`src/rtl/normalize_shift_decoder.sv`:
```
// Normalizes a mantissa by a leading-one-derived left shift, at most 4 bits per cycle,
// adjusting the exponent and handing the result downstream over valid/ready.
module normalize_shift_decoder #(
   parameter int unsigned W  = 24,
   parameter int unsigned LW = 5,
   parameter int unsigned EW = 8
) (
   input  logic          clk,
   input  logic          reset,
   input  logic          in_valid,
   output logic          in_ready,
   input  logic [W-1:0]  mantissa_in,
   input  logic [LW-1:0] leading_one_in,
   input  logic          validity_in,
   input  logic [EW-1:0] exponent_in,
   output logic          out_valid,
   input  logic          out_ready,
   output logic [W-1:0]  mantissa_out,
   output logic [EW-1:0] exponent_out,
   output logic          zero_out,
   output logic          underflow_out
);

   typedef enum logic [1:0] {StIdle, StShift, StDone} state_e;

   localparam logic [LW-1:0] MaxIdx  = LW'(W - 1);
   localparam logic [LW-1:0] StepMax = LW'(4);

   state_e        state_q, state_d;
   logic [W-1:0]  mant_q, mant_d;
   logic [EW-1:0] exp_q, exp_d;
   logic [LW-1:0] rem_q, rem_d;
   logic          zero_q, zero_d;
   logic          uflow_q, uflow_d;

   logic [LW-1:0] shamt;
   logic [LW-1:0] step;
   logic [EW:0]   exp_ext, sh_ext, exp_diff;
   logic          accept;

   // Out-of-range indices are treated as already normalized.
   always_comb begin
      shamt    = (leading_one_in > MaxIdx) ? '0 : MaxIdx - leading_one_in;
      exp_ext  = {1'b0, exponent_in};
      sh_ext   = (EW + 1)'(shamt);
      exp_diff = exp_ext - sh_ext;
      step     = (rem_q >= StepMax) ? StepMax : rem_q;
      accept   = in_valid && in_ready;
   end

   always_comb begin
      state_d = state_q;
      mant_d  = mant_q;
      exp_d   = exp_q;
      rem_d   = rem_q;
      zero_d  = zero_q;
      uflow_d = uflow_q;
      unique case (state_q)
         StIdle: begin
            if (accept) begin
               mant_d = mantissa_in;
               rem_d  = shamt;
               if (!validity_in) begin
                  mant_d  = '0;
                  exp_d   = '0;
                  rem_d   = '0;
                  zero_d  = 1'b1;
                  uflow_d = 1'b0;
                  state_d = StDone;
               end else begin
                  zero_d = 1'b0;
                  if (sh_ext > exp_ext) begin
                     exp_d   = '0;
                     uflow_d = 1'b1;
                  end else begin
                     exp_d   = exp_diff[EW-1:0];
                     uflow_d = 1'b0;
                  end
                  state_d = (shamt == '0) ? StDone : StShift;
               end
            end
         end
         StShift: begin
            mant_d = mant_q << step;
            rem_d  = rem_q - step;
            if (rem_d == '0) state_d = StDone;
         end
         StDone: begin
            if (out_ready) state_d = StIdle;
         end
         default: state_d = StIdle;
      endcase
   end

   always_ff @(posedge clk) begin
      if (reset) begin
         state_q <= StIdle;
         mant_q  <= '0;
         exp_q   <= '0;
         rem_q   <= '0;
         zero_q  <= 1'b0;
         uflow_q <= 1'b0;
      end else begin
         state_q <= state_d;
         mant_q  <= mant_d;
         exp_q   <= exp_d;
         rem_q   <= rem_d;
         zero_q  <= zero_d;
         uflow_q <= uflow_d;
      end
   end

   assign in_ready      = (state_q == StIdle) && !reset;
   assign out_valid     = (state_q == StDone);
   assign mantissa_out  = mant_q;
   assign exponent_out  = exp_q;
   assign zero_out      = zero_q;
   assign underflow_out = uflow_q;

endmodule
```
`config.mk`:
```
export PLATFORM = sky130hd
export DESIGN_NAME = normalize_shift_decoder
export DESIGN_NICKNAME = d
export VERILOG_FILES = /design/src/rtl/normalize_shift_decoder.sv
export SDC_FILE = /design/constraint.sdc
export NUM_CORES = 1
export LEC_CHECK = 0
export BUFFER_PORTS_ARGS = -buffer_cell sky130_fd_sc_hd__buf_2
export CELL_PAD_IN_SITES_DETAIL_PLACEMENT = 1
export CELL_PAD_IN_SITES_GLOBAL_PLACEMENT = 2
export CORE_ASPECT_RATIO = 0.7
export CORE_MARGIN = 8
export CORE_UTILIZATION = 32
export DETAILED_ROUTE_END_ITERATION = 6
export GPL_TIMING_DRIVEN = 1
export PLACE_DENSITY = 0.86
export SLEW_MARGIN = 25
export SYNTH_ARGS = -nofsm -noshare
export SYNTH_HDL_FRONTEND = slang
export SYNTH_SLANG_ARGS = --single-unit
```
`constraint.sdc`:
```
create_clock -name clk -period 4.67 [get_ports clk]
set_clock_uncertainty 0.2 [all_clocks]
set_input_delay 1.1675 -clock clk [delete_from_list [all_inputs] [get_ports clk]]
set_output_delay 1.1675 -clock clk [all_outputs]
set_load 0.01 [all_outputs]
```
; Yosys cells after proc, flatten, opt, wreduce, memory -nomap -nowiden
; Index checks and enable logic that the tools add are counted.
[word_totals]
ff_bits = 41
input_bits = 42
output_inout_bits = 36
word_cells = 47
[classes]
addsub = 3
order_cmp = 3
eq_ne = 5
shift = 1
n_mux = 19
reduce_logical = 10
[ops]
columns = operator, count
row1 = $mux W24, 2
row2 = $pmux W24 S2, 1
row3 = $shl A24 B5 Y24, 1
row4 = $mux W5, 4
row5 = $mux W8, 2
row6 = $logic_not A5 Y1, 2
row7 = $mux W2, 5
row8 = $pmux W5 S2, 1
row9 = $gt A5 B8 Y1, 1
row10 = $sub A8 B5 Y8, 1
row11 = $pmux W2 S3, 1
row12 = $ge A5 B3 Y1 const B, 1
row13 = $gt A5 B5 Y1 const B, 1
row14 = $sub A5 B5 Y5, 1
row15 = $sub A5 B5 Y5 const A, 1
row16 = $ne A2 B2 Y1 const B, 2
row17 = $reduce_and A2 Y1, 2
row18 = $mux W1, 3
row19 = $reduce_and A3 Y1, 1
row20 = $eq A2 B1 Y1 const B, 1
row21 = $eq A2 B2 Y1 const B, 1
row22 = $logic_and A1 B1 Y1, 2
row23 = $logic_not A2 Y1, 1
row24 = $ne A2 B1 Y1 const B, 1
row25 = 2 further kinds, 2

; Logic depth before layout (Yosys ltp)
; Gate-level depths: netlist (run 1).
[depth]
word_depth = 7
ltp_mapped = 11
ltp_nobuf = 9

; Least setup slack after synthesis (run 1)
; No wires, ideal clock.
[synth_path]
kind = input port to output port
from = input reset
to = output in_ready
arrival_time_ps = 2026
required_time_ps = 3303
path_slack_ps = 1276
stages = 4
path_buffers = 3
path_cell_list = buf_2 -> buf_1 -> buf_1 -> nor3_1
[synth_between]
elab_chain_len = 2
[synth_lines]
columns = element, line
row1 = from (decl), 9  ; input logic reset,
row2 = $logic_not A1 Y1, 113  ; assign in_ready = (state_q == StIdle) && !reset;
row3 = $logic_and A1 B1 Y1, 113
row4 = to (decl), 11  ; output logic in_ready,
; Every way passes these cells.

; Final worst setup path (run 1)
; Ends and elaborated chain as after synthesis.

==> run summary, run 1 <==
clock buffer depth: 2
Die Area: 0.0129 mm²
Initial DRC Count: 293
Syn-to-layout area delta: 18.8%
Flop pwr share: 0.387
most common cell after layout, fill and taps aside: buf_2
critical path's top delay family: buffers and inverters
vias per inst: 5.79
vias after detailed routing: 3,334
number of primary I/O pins: 78
final number of max-transition violations: 0
Post-route DRC: 0
Cell Int Power: 716 µW
sw frac: 0.352
Buf/Inv on CP: 2
Fmax: 286 MHz
routability cong.: 0.788
Yosys cell types: 58
post-CTS sizing: 0
Critical-path top delay cell: buf_2
DRT Pass-1 Iters: 4
Die W: 133 µm
drt wl/cell: 20.2 µm
Post-Layout Cell Count: 576
Final Critical Period: 3.49 ns
crit path kind: in -> out
fin worst setup slack: 1.18 ns
synthesized area per cell: 7.70 µm²
clock slew at reported path FFs: 0.06 ns
unrepaired setup endpoints after global routing: false
area of the multi-input gates: 0.00203 mm²
final hold violations: 0
Syn Inst Count: 395
Detail Placement HPWL: 8410 µm
Congestion Overflow GR: 0
CTS sink count: 41
Pwr Density: 306 mW/mm²
outcome: completed
Hold-fix buffers, CTS: 0
global-route wire length before repair: 19,400 µm
drt total wl: 11,600 µm
Filler cells: 1,173
Leak: 1.41 nW
critical path's most frequent cell: buf_2
Placed Cells: 569
sequential area share after synthesis: 0.270
Post-CTS Setup Inserts: 0
Clk pwr share: 0.323
pin count of the biggest net entering global routing: 45
Initial Util: 0.333
Data required, critical path: 3.30 ns
Clock Latency Late Sink: 0.29 ns
Hold Worst Slack: 0.257 ns
area of the mapped netlist: 0.00304 mm²
die height: 97.6 µm
I/O Buffers: 77
Hold/Removal Path Class: reg -> reg
top cell type's share of synthesized area: 0.270
worst-path fanout max: 44
fin nets: 501
CTS tree: done
syn_nets: 444
Psw: 389 µW
Total Power: 1.10 mW
Setup violations, final: 0
CP arrival: 2.12 ns
Row Count: 29
CP max stage delay: 0.66 ns
Register Area: 821 µm²
peak supply drop: 0.000127 V
EDFF count, synth: 0
area leader, netlist: dfxtp_1
Worst setup SP type: primary input
Core Area: 0.00914 mm²
Comb power frac: 0.290
Detail Route Antenna Nets: 0
initial antenna violation count: 0
diode count: 0
Post-synth ARST share: 0
design area: 0.00361 mm²
Core Util, Final: 0.395
Area contributors post-synth: dfxtp_1 27%, nor2_1 5.8%, mux2i_1 5.6%
maxcap violations: 0
crit-path cells: buf_2 -> nor3_1 -> buf_2
Slew HR: 0.330
share of cells above drive strength 1: 0.246
H-tree Lvls: 2
synthesis-stage register bit count: 41
dominant synthesized flop cell: dfxtp_1
GRT Util Overall: 0.181
commonest cells after routing, fill and taps aside: 77 x buf_2, 47 x nor2_1, 43 x nand2_1
Root Buffer Master: clkbuf_16
clock buffer count from CTS: 5
final period utilization: 0.748
setup_tns: 0 ns
Ys Warns: 0
Setup WS pre-CTS: 1.09 ns
Placement Cell Area: 0.00347 mm²
Worst Setup End Kind: output port
Slew @ Worst Pin: 1.00 ns
vias in the first global route: 3,539
-- flip-flops by register name, indices dropped and copies added (netlist names) --
| signal | count |
|---|---|
| exponent_out | 8 |
| rem_q | 5 |
| zero_out | 1 |
| underflow_out | 1 |
| state_q | 2 |
| mantissa_out | 24 |
-- cells by family (layout without fill, tap and decap cells) --
| family | after synthesis | in the layout | share of synthesized area |
|---|---|---|---|
| simple gates | 161 | 161 | 0.254 |
| other cells | 1 | 1 | 0.00123 |
| buf+inv | 41 | 98 | 0.0663 |
| compound gates | 113 | 113 | 0.263 |
| mux | 26 | 26 | 0.100 |
| flops | 41 | 41 | 0.270 |
| xor+xnor | 5 | 5 | 0.0144 |
| fa+ha+maj | 7 | 7 | 0.0313 |
-- cell type report --
| type | instances | area share |
|---|---|---|
| Timing Repair Buffer | 83 | 0.119 |
| Multi-Input combinational cell | 313 | 0.563 |
| Clock buffer | 7 | 0.0395 |
| Sequential cell | 41 | 0.227 |
| Inverter | 8 | 0.00831 |
| Tap cell | 124 | 0.0429 |
-- worst paths after layout --
| path | from | end | slack, ns | depth (start not counted) |
|---|---|---|---|---|
| worst min-delay path | exponent_out[6] | exponent_out[6] | 0.26 | 2 |
| worst max register to register | state_q[1] | mantissa_out[13] | 1.61 | 5 |
| worst max-delay path | reset | in_ready | 1.18 | 3 |
| worst min register to register | exponent_out[6] | exponent_out[6] | 0.26 | 2 |
-- cells in the mapped netlist, types with 4 or more instances --
master	n
nand3_1	15
nor3_1	20
a211oi_1	12
mux2_2	6
inv_1	8
mux2i_1	17
nor2b_1	8
clkbuf_1	8
buf_2	17
or3_1	4
nand2_1	43
a21oi_1	26
xnor2_1	4
ha_1	6
nand2b_1	9
o21ai_0	14
a311oi_1	5
dfxtp_1	41
a221oi_1	6
a31oi_1	9
nor2_1	47
-- per-layer routing --
metal,vias up,GRT usage,part of all wire
li1,1577,-,-
met5,-,0,0
met1,1644,0.253,0.50
met2,102,0.270,0.44
met3,11,0.0398,0.053
met4,0,0.0478,0.0094
-- tightest hold or removal path, delay by kind of cell, from the launching register on --
family	cells	cell delay, ns
AOI/OAI and AO/OA	1	0.06
DFF	1	0.32
and+or+nand+nor	1	0.04
-- power by group through the flow --
| stage | Combinational (mW) | Clock [mW] | Sequential, mW |
|---|---|---|---|
| CTS | 0.319 | 0.363 | 0.426 |
| global route | 0.353 | 0.380 | 0.434 |
| floorplan | 0.216 | 0 | 0.420 |
| detailed placement | 0.317 | 0 | 0.434 |
| global placement | 0.308 | 0 | 0.433 |
| finish | 0.320 | 0.357 | 0.428 |
(Power assumes the default switching activity.)
==> run 2, diff against run 1 <==
CORE_UTILIZATION = 30   (was 32)
PLACE_DENSITY = 0.81   (was 0.86)
clock period = 3.3 ns   (was 4.67 ns; I/O delays follow)
==> run summary, run 2 (synthesized netlist as in run 1, its figures left out) <==
Post-Layout Cell Count: 591 (+2.6%)
crit path kind: in -> reg
maxcap violations: 0 (unchanged)
diode count: 0 (unchanged)
GRT Util Overall: 0.173 (-0.00802)
initial antenna violation count: 0 (unchanged)
Psw: 555 µW (+43%)
routability cong.: 0.814 (+3.3%)
die height: 100 µm (+2.7%)
global-route wire length before repair: 18,900 µm (-2.3%)
Initial DRC Count: 204 (-30%)
Hold/Removal Path Class: reg -> reg
sw frac: 0.334 (-0.0175)
Pwr Density: 447 mW/mm² (+46%)
FF-to-FF path depth: 8 (+3)
Comb power frac: 0.285 (-0.005)
number of primary I/O pins: 78 (unchanged)
clock buffer depth: 2 (unchanged)
vias after detailed routing: 3,341 (+0.21%)
final period utilization: 0.869
setup_tns: 0 ns (unchanged)
Worst Setup End Kind: flop
Slew HR: 0.512 (+0.181)
drt total wl: 11,700 µm (+0.96%)
Detail Route Antenna Nets: 0 (unchanged)
Hold Worst Slack: 0.257 ns (-0.000205 ns)
Row Count: 30 (+3.4%)
Core Area: 0.00976 mm² (+6.7%)
CTS sink count: 41 (unchanged)
CTS tree: done
Hold Path Origin: exponent_out[3]
vias in the first global route: 3,501 (-1.1%)
Cell Int Power: 1.11 mW (+54%)
H-tree Lvls: 2 (unchanged)
share of cells above drive strength 1: 0.261 (+0.0158)
peak supply drop: 0.000195 V (+53%)
FF-to-FF setup slack: 0.65 ns (-0.96 ns)
Die W: 136 µm (+2.9%)
Congestion Overflow GR: 0 (unchanged)
Worst setup SP type: primary input
Slew @ Worst Pin: 0.729 ns (-0.275 ns)
Die Area: 0.0137 mm² (+5.7%)
drt wl/cell: 19.8 µm (-1.6%)
fin worst setup slack: 0.432 ns (-0.747 ns)
Placed Cells: 583 (+2.5%)
Setup WS pre-CTS: 0.143 ns (-0.945 ns)
Syn-to-layout area delta: 22.4%
fin nets: 511 (+2.0%)
CP max stage delay: 0.44 ns (-0.22 ns)
FF-to-FF Start: rem_q[4]
outcome: completed
Clk pwr share: 0.356 (+0.033)
Setup violations, final: 0 (unchanged)
pin count of the biggest net entering global routing: 26 (-42%)
Final Critical Period: 2.87 ns
Data required, critical path: 3.32 ns (+0.02 ns)
Post-route DRC: 0 (unchanged)
Hold EP: exponent_out[3]
Leak: 1.48 nW (+4.4%)
clock slew at reported path FFs: 0.06 ns (about the same)
final hold violations: 0 (unchanged)
commonest cells after routing, fill and taps aside: 77 x buf_2, 47 x nor2_1, 43 x nand2_1
Root Buffer Master: clkbuf_16
post-CTS sizing: 0 (unchanged)
Post-CTS Setup Inserts: 0 (unchanged)
vias per inst: 5.65 (-2.3%)
Clock Latency Late Sink: 0.29 ns (about the same)
hold path cells: 2 (unchanged)
worst-path fanout max: 4 (-91%)
Critical-path top delay cell: fa_1
RR Endpoint: state_q[0]
Fmax: 349 MHz
Core Util, Final: 0.381 (-0.0139)
clock buffer count from CTS: 5 (unchanged)
unrepaired setup endpoints after global routing: false
Flop pwr share: 0.359 (-0.028)
Hold-fix buffers, CTS: 0 (unchanged)
most common cell after layout, fill and taps aside: buf_2
max FFs per register: 24 (unchanged)
I/O Buffers: 77 (unchanged)
Initial Util: 0.312 (-0.0210)
crit-path cells: buf_2 -> a21oi_1 -> ha_1 -> inv_1 -> fa_1 -> a211oi_1 -> nor2_1 -> or3_1 -> xor2_1 -> o21ai_0
Filler cells: 1,240 (+5.7%)
DRT Pass-1 Iters: 4 (unchanged)
CP arrival: 2.88 ns (+0.76 ns)
Detail Placement HPWL: 8720 µm (+3.6%)
final number of max-transition violations: 0 (unchanged)
-- run 2: changes by cell type in the layout (fill, tap and decap cells not counted), sizes merged --
cell / before / now
buf: 83 / 93
bufinv: 0 / 1
-- run 2: worst max-delay path: cells and delay by family --
kind	cells	cell delay (ns)
simple gates	2	0.43
xor+xnor	1	0.14
compound gates	3	0.64
buf+inv	2	0.18
fa+ha+maj	2	0.66
-- run 2: stage by stage --
| step | cell area, µm² | power, mW |
|---|---|---|
| floorplan | 3040 | 0.900 |
| global placement | 3550 | 1.07 |
| detailed placement | 3550 | 1.08 |
| CTS | 3720 | 1.68 |
| global route | 3720 | 1.75 |
| finish | 3720 | 1.66 |
-- run 2: power by group through the flow --
stage | logic (mW) | clock network, mW | registers, mW
6_report | 0.473 | 0.591 | 0.597
5_1_grt | 0.521 | 0.621 | 0.605
4_1_cts | 0.474 | 0.605 | 0.596
3_5_place_dp | 0.470 | 0 | 0.607
3_3_place_gp | 0.459 | 0 | 0.606
2_1_floorplan | 0.305 | 0 | 0.595
-- run 2: how the worst max path moves through the flow --
| stage | start | endpoint | slack [ns] | depth (start not counted) |
|---|---|---|---|---|
| after floorplan | leading_one_in[3] | exponent_out[6] | 0.53 | 9 |
| after global placement | leading_one_in[3] | exponent_out[6] | 0.26 | 10 |
| after detailed placement | leading_one_in[3] | exponent_out[6] | 0.14 | 10 |
| after CTS | leading_one_in[3] | exponent_out[6] | 0.43 | 10 |
| after global routing | leading_one_in[3] | exponent_out[6] | 0.25 | 10 |
| final | leading_one_in[3] | exponent_out[6] | 0.43 | 10 |
-- run 2: cell type report --
type	instances	area [µm²]	area share
Tap cell	128	160	0.0430
Clock inverter	1	30.0	0.00807
Inverter	8	30.0	0.00807
Timing Repair Buffer	93	505	0.136
Clock buffer	7	143	0.0383
Multi-Input combinational cell	313	2030	0.546
Sequential cell	41	821	0.221
-- run 2: layer usage --
layer	share of wire	up-vias	wire, µm	track usage
met5	0	-	0	0
met4	0.010	0	120	0.0395
met3	0.057	9	672	0.0374
met2	0.43	83	5040	0.255
met1	0.50	1655	5900	0.247
li1	-	1594	-	-
